**src/rtl/ram_ctrl_pkg.sv**
```systemverilog
// Shared definitions for the RAM controller: default geometry, command
// encodings and the controller state type.
package ram_ctrl_pkg;

  localparam int unsigned DEF_ADDR_W = 5;
  localparam int unsigned DEF_DATA_W = 8;
  localparam int unsigned DEF_DEPTH  = 32;

  localparam logic [1:0] CMD_READ  = 2'b00;
  localparam logic [1:0] CMD_WRITE = 2'b01;
  localparam logic [1:0] CMD_FILL  = 2'b10;
  localparam logic [1:0] CMD_RSVD  = 2'b11;

  typedef enum logic [2:0] {
    ST_IDLE,
    ST_WR,
    ST_RD_ISSUE,
    ST_RD_WAIT,
    ST_RD_DONE,
    ST_FILL,
    ST_FILL_DONE
  } state_t;

endpackage

```
**src/rtl/ram_ctrl_fill_counter.sv**
```systemverilog
// Fill address counter: up-counter with synchronous clear/enable that
// saturates at DEPTH-1 and flags the terminal count.
// Ports: clock, reset (sync, active-high), clear, enable,
//        count (registered), tc_c (combinational count == DEPTH-1).
module fill_counter
  import ram_ctrl_pkg::*;
#(
  parameter int unsigned ADDR_W = DEF_ADDR_W,
  parameter int unsigned DEPTH  = DEF_DEPTH
) (
  input  logic              clock,
  input  logic              reset,
  input  logic              clear,
  input  logic              enable,
  output logic [ADDR_W-1:0] count,
  output logic              tc_c
);

  localparam logic [ADDR_W-1:0] LAST = ADDR_W'(DEPTH - 1);

  assign tc_c = (count == LAST);

  // Saturating count: never wraps past the last word.
  always_ff @(posedge clock) begin
    if (reset || clear) begin
      count <= '0;
    end else if (enable && !tc_c) begin
      count <= count + ADDR_W'(1);
    end
  end

endmodule

```
**src/rtl/ram_ctrl.sv**
```systemverilog
// Controller for a single-port synchronous RAM (1-cycle read latency).
// Accepts read / write / fill requests while idle and reports completion
// with a one-cycle ack; reads also pulse rd_valid and hold rd_data.
// Ports: clock, reset (sync, active-high)
//        req, cmd, req_addr, req_data       -- request side
//        ack, busy, rd_data, rd_valid        -- status / read result
//        ram_address, ram_data, ram_wren     -- to RAM
//        ram_q                               -- from RAM
module ram_ctrl
  import ram_ctrl_pkg::*;
#(
  parameter int unsigned ADDR_W = DEF_ADDR_W,
  parameter int unsigned DATA_W = DEF_DATA_W,
  parameter int unsigned DEPTH  = DEF_DEPTH
) (
  input  logic              clock,
  input  logic              reset,
  input  logic              req,
  input  logic [1:0]        cmd,
  input  logic [ADDR_W-1:0] req_addr,
  input  logic [DATA_W-1:0] req_data,
  output logic              ack,
  output logic              busy,
  output logic [DATA_W-1:0] rd_data,
  output logic              rd_valid,
  output logic [ADDR_W-1:0] ram_address,
  output logic [DATA_W-1:0] ram_data,
  output logic              ram_wren,
  input  logic [DATA_W-1:0] ram_q
);

  state_t            state;
  logic [ADDR_W-1:0] fill_count;
  logic              fill_tc_c;
  logic              fill_clear_c;
  logic              fill_en_c;

  // Counter is held cleared while idle so every fill starts at word 0;
  // inside FILL its value equals the address being written this cycle.
  assign fill_clear_c = (state == ST_IDLE);
  assign fill_en_c    = (state == ST_FILL);

  fill_counter #(
    .ADDR_W (ADDR_W),
    .DEPTH  (DEPTH)
  ) u_fill_counter (
    .clock  (clock),
    .reset  (reset),
    .clear  (fill_clear_c),
    .enable (fill_en_c),
    .count  (fill_count),
    .tc_c   (fill_tc_c)
  );

  // Controller FSM; every output is computed one edge ahead so it is
  // registered and valid for the whole cycle of the state it belongs to.
  always_ff @(posedge clock) begin
    if (reset) begin
      state       <= ST_IDLE;
      ack         <= 1'b0;
      busy        <= 1'b0;
      rd_valid    <= 1'b0;
      rd_data     <= '0;
      ram_address <= '0;
      ram_data    <= '0;
      ram_wren    <= 1'b0;
    end else begin
      ack      <= 1'b0;
      rd_valid <= 1'b0;
      ram_wren <= 1'b0;
      case (state)
        ST_IDLE: begin
          if (req) begin
            case (cmd)
              CMD_WRITE: begin
                state       <= ST_WR;
                ram_address <= req_addr;
                ram_data    <= req_data;
                ram_wren    <= 1'b1;
                ack         <= 1'b1;
                busy        <= 1'b1;
              end
              CMD_READ: begin
                state       <= ST_RD_ISSUE;
                ram_address <= req_addr;
                busy        <= 1'b1;
              end
              CMD_FILL: begin
                state       <= ST_FILL;
                ram_address <= '0;
                ram_data    <= req_data;
                ram_wren    <= 1'b1;
                busy        <= 1'b1;
              end
              default: ;
            endcase
          end
        end
        ST_WR: begin
          state <= ST_IDLE;
          busy  <= 1'b0;
        end
        ST_RD_ISSUE: begin
          state <= ST_RD_WAIT;
        end
        ST_RD_WAIT: begin
          // RAM output for the address issued last cycle is valid now.
          state    <= ST_RD_DONE;
          rd_data  <= ram_q;
          rd_valid <= 1'b1;
          ack      <= 1'b1;
        end
        ST_RD_DONE: begin
          state <= ST_IDLE;
          busy  <= 1'b0;
        end
        ST_FILL: begin
          if (fill_tc_c) begin
            state <= ST_FILL_DONE;
            ack   <= 1'b1;
          end else begin
            ram_address <= fill_count + ADDR_W'(1);
            ram_wren    <= 1'b1;
          end
        end
        ST_FILL_DONE: begin
          state <= ST_IDLE;
          busy  <= 1'b0;
        end
        default: begin
          state <= ST_IDLE;
          busy  <= 1'b0;
        end
      endcase
    end
  end

endmodule

```
**config.mk**
```make
export PLATFORM = sky130hd
export DESIGN_NAME = ram_ctrl
export DESIGN_NICKNAME = d
export VERILOG_FILES = /design/src/rtl/ram_ctrl_pkg.sv /design/src/rtl/ram_ctrl_fill_counter.sv /design/src/rtl/ram_ctrl.sv
export SDC_FILE = /design/constraint.sdc
export NUM_CORES = 1
export LEC_CHECK = 0
export ABC_AREA = 0
export CORE_MARGIN = 2
export CORE_UTILIZATION = 48
export DETAILED_ROUTE_END_ITERATION = 16
export PLACE_DENSITY = 0.84
export SKIP_CTS_REPAIR_TIMING = 1
export SYNTH_ARGS = -nofsm -noshare
export SYNTH_HDL_FRONTEND = slang
export SYNTH_SLANG_ARGS = --single-unit
```
**constraint.sdc**
```tcl
create_clock -name clock -period 3.2 [get_ports clock]
set_input_delay 0.64 -clock clock [delete_from_list [all_inputs] [get_ports clock]]
set_output_delay 0.64 -clock clock [all_outputs]
set_load 0.05 [all_outputs]
```
==> results of run 1 <==
-- final cells by class --
cell class / instances / area, sq um / share of cell area
inverter: 5 / 18.77 / 0.009080
timing repair buffer: 51 / 508.0 / 0.2458
multi-input combinational: 129 / 768.2 / 0.3717
sequential: 33 / 660.6 / 0.3196
tap: 33 / 41.29 / 0.01998
clock inverter: 1 / 5.005 / 0.002421
clock buffer: 7 / 65.06 / 0.03148
-- flip-flops by register name, summed over array words and instances (netlist names) --
name                  count
ram_data                  8
busy                      1
rd_valid                  1
state                     3
ram_wren                  1
u_fill_counter.count      5
ram_address               5
rd_data                   8
ack                       1
-- path summary, 6_finish.rpt --
path / slack (ns) / end / cells after the start
worst max-delay path: 0.99 / ram_address[3] / 7
worst min-delay path: 0.46 / rd_data[5] / 2
worst max register to register: 1.07 / u_fill_counter.count[3] / 6
worst min register to register: 0.46 / rd_data[5] / 2
-- stage by stage --
stage | hold slack (ns) | cell area, sq um
6_report | 0.4578 | 2067
5_1_grt | 0.4777 | 2067
4_1_cts | 0.4616 | 2067
3_5_place_dp | 0.4484 | 1997
3_3_place_gp | 0.4408 | 1997
2_1_floorplan | 0.4406 | 1494
-- worst max-delay path: cells and delay by family --
kind / cells / cell delay [ns]
adders and majority gates: 1 / 0.28
and+or+nand+nor: 2 / 0.60
AOI/OAI and AO/OA: 2 / 0.33
buffers and inverters: 2 / 0.60
-- where the power goes --
part	internal, mW	switching [mW]
clock network	0.127	0.139
logic	0.0870	0.118
registers	0.429	0.0156
-- per-layer routing --
metal / vias to the layer above / track usage
met2: 32 / 0.2935
li1: 709 / -
met4: 0 / 0.08571
met3: 6 / 0.04113
met1: 594 / 0.2426
met5: - / 0
-- kinds of logic after synthesis --
logic type,share of synthesized area
flip-flops,0.4422
AO/OA/AOI/OAI,0.1843
AND/OR/NAND/NOR,0.2479
XOR/XNOR,0.02345
buffers and inverters,0.04355
adder cells (fa/ha/maj),0.05862
-- placed cells by master (no fill, tap or decap) --
| cell | n |
|---|---|
| xor2_1 | 1 |
| o21ai_2 | 1 |
| clkdlybuf4s50_1 | 50 |
| nand4bb_1 | 1 |
| xnor2_1 | 3 |
| clkbuf_8 | 2 |
| o21ai_0 | 2 |
| nor2_1 | 12 |
| or4b_1 | 1 |
| a221oi_1 | 1 |
| dfxtp_1 | 33 |
| nor2b_1 | 1 |
| nor3b_1 | 3 |
| buf_4 | 1 |
| clkinv_2 | 1 |
| a31oi_1 | 1 |
| nand2_1 | 33 |
| or3_1 | 2 |
| inv_1 | 5 |
| a211o_1 | 1 |
| and3b_1 | 1 |
| and4bb_2 | 1 |
| ha_1 | 7 |
| nor4b_4 | 1 |
| nor3_1 | 5 |
| a22o_1 | 1 |
| a22oi_1 | 1 |
| and3_1 | 2 |
| a21oi_2 | 1 |
| a211oi_1 | 5 |
| o21a_1 | 1 |
| clkbuf_4 | 5 |
| a2111oi_2 | 1 |
| a21o_1 | 1 |
| nand3_1 | 10 |
| or2_2 | 1 |
| o21bai_1 | 2 |
| a21oi_1 | 25 |
==> flow_metrics.tcl, run 1 <==
set metrics [dict create \
    drv_slew 0 \
    syn_to_final_growth_pct 38.36 \
    placement.io_buffers 50 \
    worst_pin_slew_ns 0.7257 \
    netlist_area_sq_um 1494 \
    synth_common_cells "dfxtp_1 (33), nand2_1 (33), a21oi_1 (25), nor2_1 (12), nand3_1 (10)" \
    fillers 260 \
    coreArea_sq_um 3003 \
    pre_cts_ws_ns 0.6496 \
    firstDrtPassIters 4 \
    grt-ovfl-total 0 \
    fin_nets 258 \
    hold_viol_final 0 \
    synth_top_area_frac 0.4422 \
    utilization 0.6883 \
    async_flop_share 0 \
    p_per_area_nw_per_um2 443.0 \
    endpoint_kind "flip-flop" \
    hold_start "rd_data[5]" \
    via_per_inst 5.178 \
    yosysSeqAreaShare 0.4422 \
    die_h_um 59.79 \
    critPathMaxFanout 7 \
    drt_wl_total_um 3183 \
    place.gp.congestion 0.8149 \
    postRouteAntennaNets 0 \
    antenna_found_initial 0 \
    remaining_drc_errors 0 \
    die_width_um 59.79 \
    drive_above_1_share 0.06637 \
    path_class "input port to flip-flop" \
    met2WireLength_um 1440 \
    period_share 0.6915 \
    dieArea_sq_um 3575 \
    synth-edff-count 0 \
    maxCapViolCount 0 \
    cts_buffer_depth 2 \
    fin_crit_ns 2.213 \
    status "finished, final reports clean" \
    cts_tree "done" \
    dp_cells 251 \
    synth_area_leaders "dfxtp_1 (44%), a21oi_1 (8.4%), nand2_1 (8.3%)" \
    slew_headroom 0.5147 \
    routedWlPerCell_um 12.29 \
    slowest_delay_ns 0.51 \
    numCtsBuffers 5 \
    yosysUniqueCellTypes 37 \
    cp_cell_sequence "clkdlybuf4s50_1 > inv_1 > ha_1 > or3_1 > a21oi_2 > a221oi_1 > nor3_1" \
    slowest_stage "clkdlybuf4s50_1" \
    ys_warn_count 0 \
    pin_count 51 \
    grt_max_degree 20 \
    setup_viol 0 \
    min_path_type "flip-flop to flip-flop" \
    ir_worst_vdd_mv 0.2674 \
    syn-num-nets 210 \
    synth_seq_cells 33 \
    grtUsageTotal 0.1865 \
    via_count 1341 \
    wl_met1_um 1545 \
    grt_pass1_wl_um 5023 \
    syn_area_per_cell_sq_um 8.440 \
    stdcell_count 259 \
    num_antenna_cells 0 \
    routed.top_layer "met4" \
    rsz0062_at_grt "false" \
    timing.final.ws_setup_ns 0.9871 \
    yosysTopAreaCell "dfxtp_1" \
    cts_sinks 33 \
    grt_pass1_vias 1149 \
    required_ns 3.46 \
    r2r-start "u_fill_counter.count[0]" \
    cp-start-kind "input port" \
    p_leak_nw 0.7581 \
    power.total_mw 0.9157 \
    cp-startpoint "cmd[0]" \
    clock_latency_ns 0.34 \
    root_buffer "clkbuf_4" \
    skew_ns 0.003151 \
    num_rows 20 \
    hpwlAfterDp_um 2336 \
    crit_arrival_ns 2.47 \
    met3_length_um 147 \
    drtIter0Drc 33 \
    clkTransAtPathRegs_ns 0.10 \
    initial_core_util 0.4975 \
    fmax_mhz 451.9 \
    synth-main-ff-cell "dfxtp_1" \
    htreeDepth 2 \
    fin_tns_setup_ns 0 \
    syn_inst 177 \
]
Note: power is estimated with default switching activity, not from simulation.
==> run 2: changes to the inputs <==
--- a/config.mk
+++ b/config.mk
@@ -7,9 +7,9 @@
 export LEC_CHECK = 0
 export ABC_AREA = 0
 export CORE_MARGIN = 2
-export CORE_UTILIZATION = 48
+export CORE_UTILIZATION = 45
 export DETAILED_ROUTE_END_ITERATION = 16
-export PLACE_DENSITY = 0.84
+export PLACE_DENSITY = 0.79
 export SKIP_CTS_REPAIR_TIMING = 1
 export SYNTH_ARGS = -nofsm -noshare
 export SYNTH_HDL_FRONTEND = slang
==> constraint.sdc (replaced) <==
create_clock -name clock -period 2.3 [get_ports clock]
set_input_delay 0.46 -clock clock [delete_from_list [all_inputs] [get_ports clock]]
set_output_delay 0.46 -clock clock [all_outputs]
set_load 0.05 [all_outputs]
==> run 2 against run 1 <==
Against the previous run:
- setup slack lost 0.79 ns
- clock-buffer cell count shrank 2
- flip-flop and latch count is the same
- via count grew 6.6%
- critical endpoint is now state[0]
- largest cell class unchanged
- largest power group unchanged
==> flow_metrics.tcl, run 2 (same netlist as run 1, synthesis figures left out) <==
set metrics [dict create \
    status "finished, final reports clean" \
    crit_cells 8 \
    hold_start "ram_data[2]" \
    clock_latency_ns 0.32 \
    slowest_delay_ns 0.37 \
    fillers 267 \
    cts_tree "done" \
    cp-start-kind "flip-flop" \
    period_share 0.9163 \
    layout_common_cells "clkdlybuf4s50_1 (50), nand2_1 (33), dfxtp_1 (33), a21oi_1 (25), nor2_1 (12)" \
    final_common_cell "clkdlybuf4s50_1" \
    grt-ovfl-total 0 \
    slowest_stage "nand4bb_2" \
    antenna_found_initial 0 \
    endpoint_kind "flip-flop" \
    fin_nets 264 \
    root_buffer "clkbuf_4" \
    path_class "flip-flop to flip-flop" \
    coreArea_sq_um 3103 \
    postRouteAntennaNets 0 \
    num_antenna_cells 0 \
    dp_cells 268 \
    placement.io_buffers 50 \
    crit_arrival_ns 2.33 \
    grt_pass1_wl_um 5761 \
    fmax_mhz 474.5 \
    hold_viol_final 0 \
    cts_sinks 33 \
    ir_worst_vdd_mv 0.3852 \
    maxCapViolCount 0 \
    utilization 0.6778 \
    via_per_inst 5.215 \
    setup_viol 0 \
    crit_top_cell "ha_1" \
    slew_headroom 0.6565 \
    grtUsageTotal 0.2093 \
    drive_above_1_share 0.08696 \
    cp_cell_sequence "ha_1 > and3_1 > ha_1 > nand4bb_2 > buf_4 > nand2_1 > a21oi_1 > a211oi_1" \
    r2r_setup_slack_ns 0.19 \
    grt_pass1_vias 1324 \
    rsz0062_at_grt "false" \
    place.gp.congestion 0.8338 \
    min_path_type "flip-flop to flip-flop" \
    pin_count 51 \
    clkTransAtPathRegs_ns 0.09 \
    die_width_um 61.62 \
    r2r-start "u_fill_counter.count[0]" \
    rr_worst_depth 8 \
    initial_core_util 0.4815 \
    fin_tns_setup_ns 0 \
    die_h_um 61.62 \
    hpwlAfterDp_um 2806 \
    cpLargestDelayFamily "simple AND/OR/NAND/NOR gates" \
    p_leak_nw 0.7725 \
    via_count 1429 \
    firstDrtPassIters 5 \
    reg_top3 "ram_data x8, rd_data x8" \
    drv_slew 0 \
    regArea_sq_um 660.6 \
    grt_max_degree 16 \
    routedWlPerCell_um 13.23 \
    numCtsBuffers 5 \
    worst_pin_slew_ns 0.5137 \
    multi_input_area_sq_um 773.2 \
    num_rows 20 \
    reg2reg_to "state[0]" \
    remaining_drc_errors 0 \
    drt_wl_total_um 3624 \
    critPathBufInv 1 \
    required_ns 2.53 \
    cp-startpoint "u_fill_counter.count[0]" \
    drtIter0Drc 36 \
    dieArea_sq_um 3797 \
    p_per_area_nw_per_um2 569.5 \
    fin_crit_ns 2.107 \
    critPathMaxFanout 6 \
    skew_ns 0.003724 \
    syn_to_final_growth_pct 40.79 \
    htreeDepth 2 \
    cts_buffer_depth 2 \
    stdcell_count 274 \
    crit_end "state[0]" \
]
run 2: changes by cell type in the layout (fill, tap and decap cells not counted), sizes merged:
cell    before  now
buf          1    7
clkbuf       7    5
run 2: cell type report:
| cell class | count | area share |
|---|---|---|
| multi-input combinational | 129 | 0.3676 |
| tap | 44 | 0.02617 |
| clock buffer | 5 | 0.01785 |
| clock inverter | 1 | 0.002380 |
| inverter | 5 | 0.008923 |
| timing repair buffer | 57 | 0.2629 |
| sequential | 33 | 0.3141 |
run 2: metrics by stage:
| step | instance area [sq um] | worst slack (ns) | hold slack [ns] | total power [mW] |
|---|---|---|---|---|
| final | 2103 | 0.1926 | 0.4566 | 1.198 |
| after detailed placement | 2056 | -0.007176 | 0.4453 | 0.9303 |
| after global routing | 2103 | 0.03043 | 0.4783 | 1.254 |
| after global placement | 2056 | 0.07602 | 0.4407 | 0.9232 |
| after CTS | 2098 | 0.1671 | 0.4588 | 1.205 |
| after floorplan | 1494 | 0.4781 | 0.4406 | 0.8120 |
run 2: worst min path at each step:
stage	end	slack, ns	depth (start not counted)
after floorplan	u_fill_counter.count[4]	0.44	2
after global placement	ram_data[3]	0.44	2
after detailed placement	ram_data[2]	0.45	2
after CTS	ram_data[2]	0.46	2
after global routing	ram_data[2]	0.48	2
final	ram_data[2]	0.46	2
run 2: metal layers:
layer | wire [um] | global-route usage
met2 | 1840 | 0.3549
met3 | 203 | 0.07143
met4 | 48 | 0.08511
met5 | 0 | 0
met1 | 1532 | 0.2407
run 2: tightest hold or removal path: stages (launching register included):
cell and delay (ns):
dfxtp_1 0.32, nand2_1 0.05, a21oi_1 0.05
run 2: power breakdown:
part / switching, mW / total (mW) / leakage (nW) / internal [mW]
Clock: 0.175 / 0.281 / 0.0269 / 0.106
Combinational: 0.169 / 0.298 / 0.477 / 0.129
Sequential: 0.0225 / 0.620 / 0.268 / 0.597
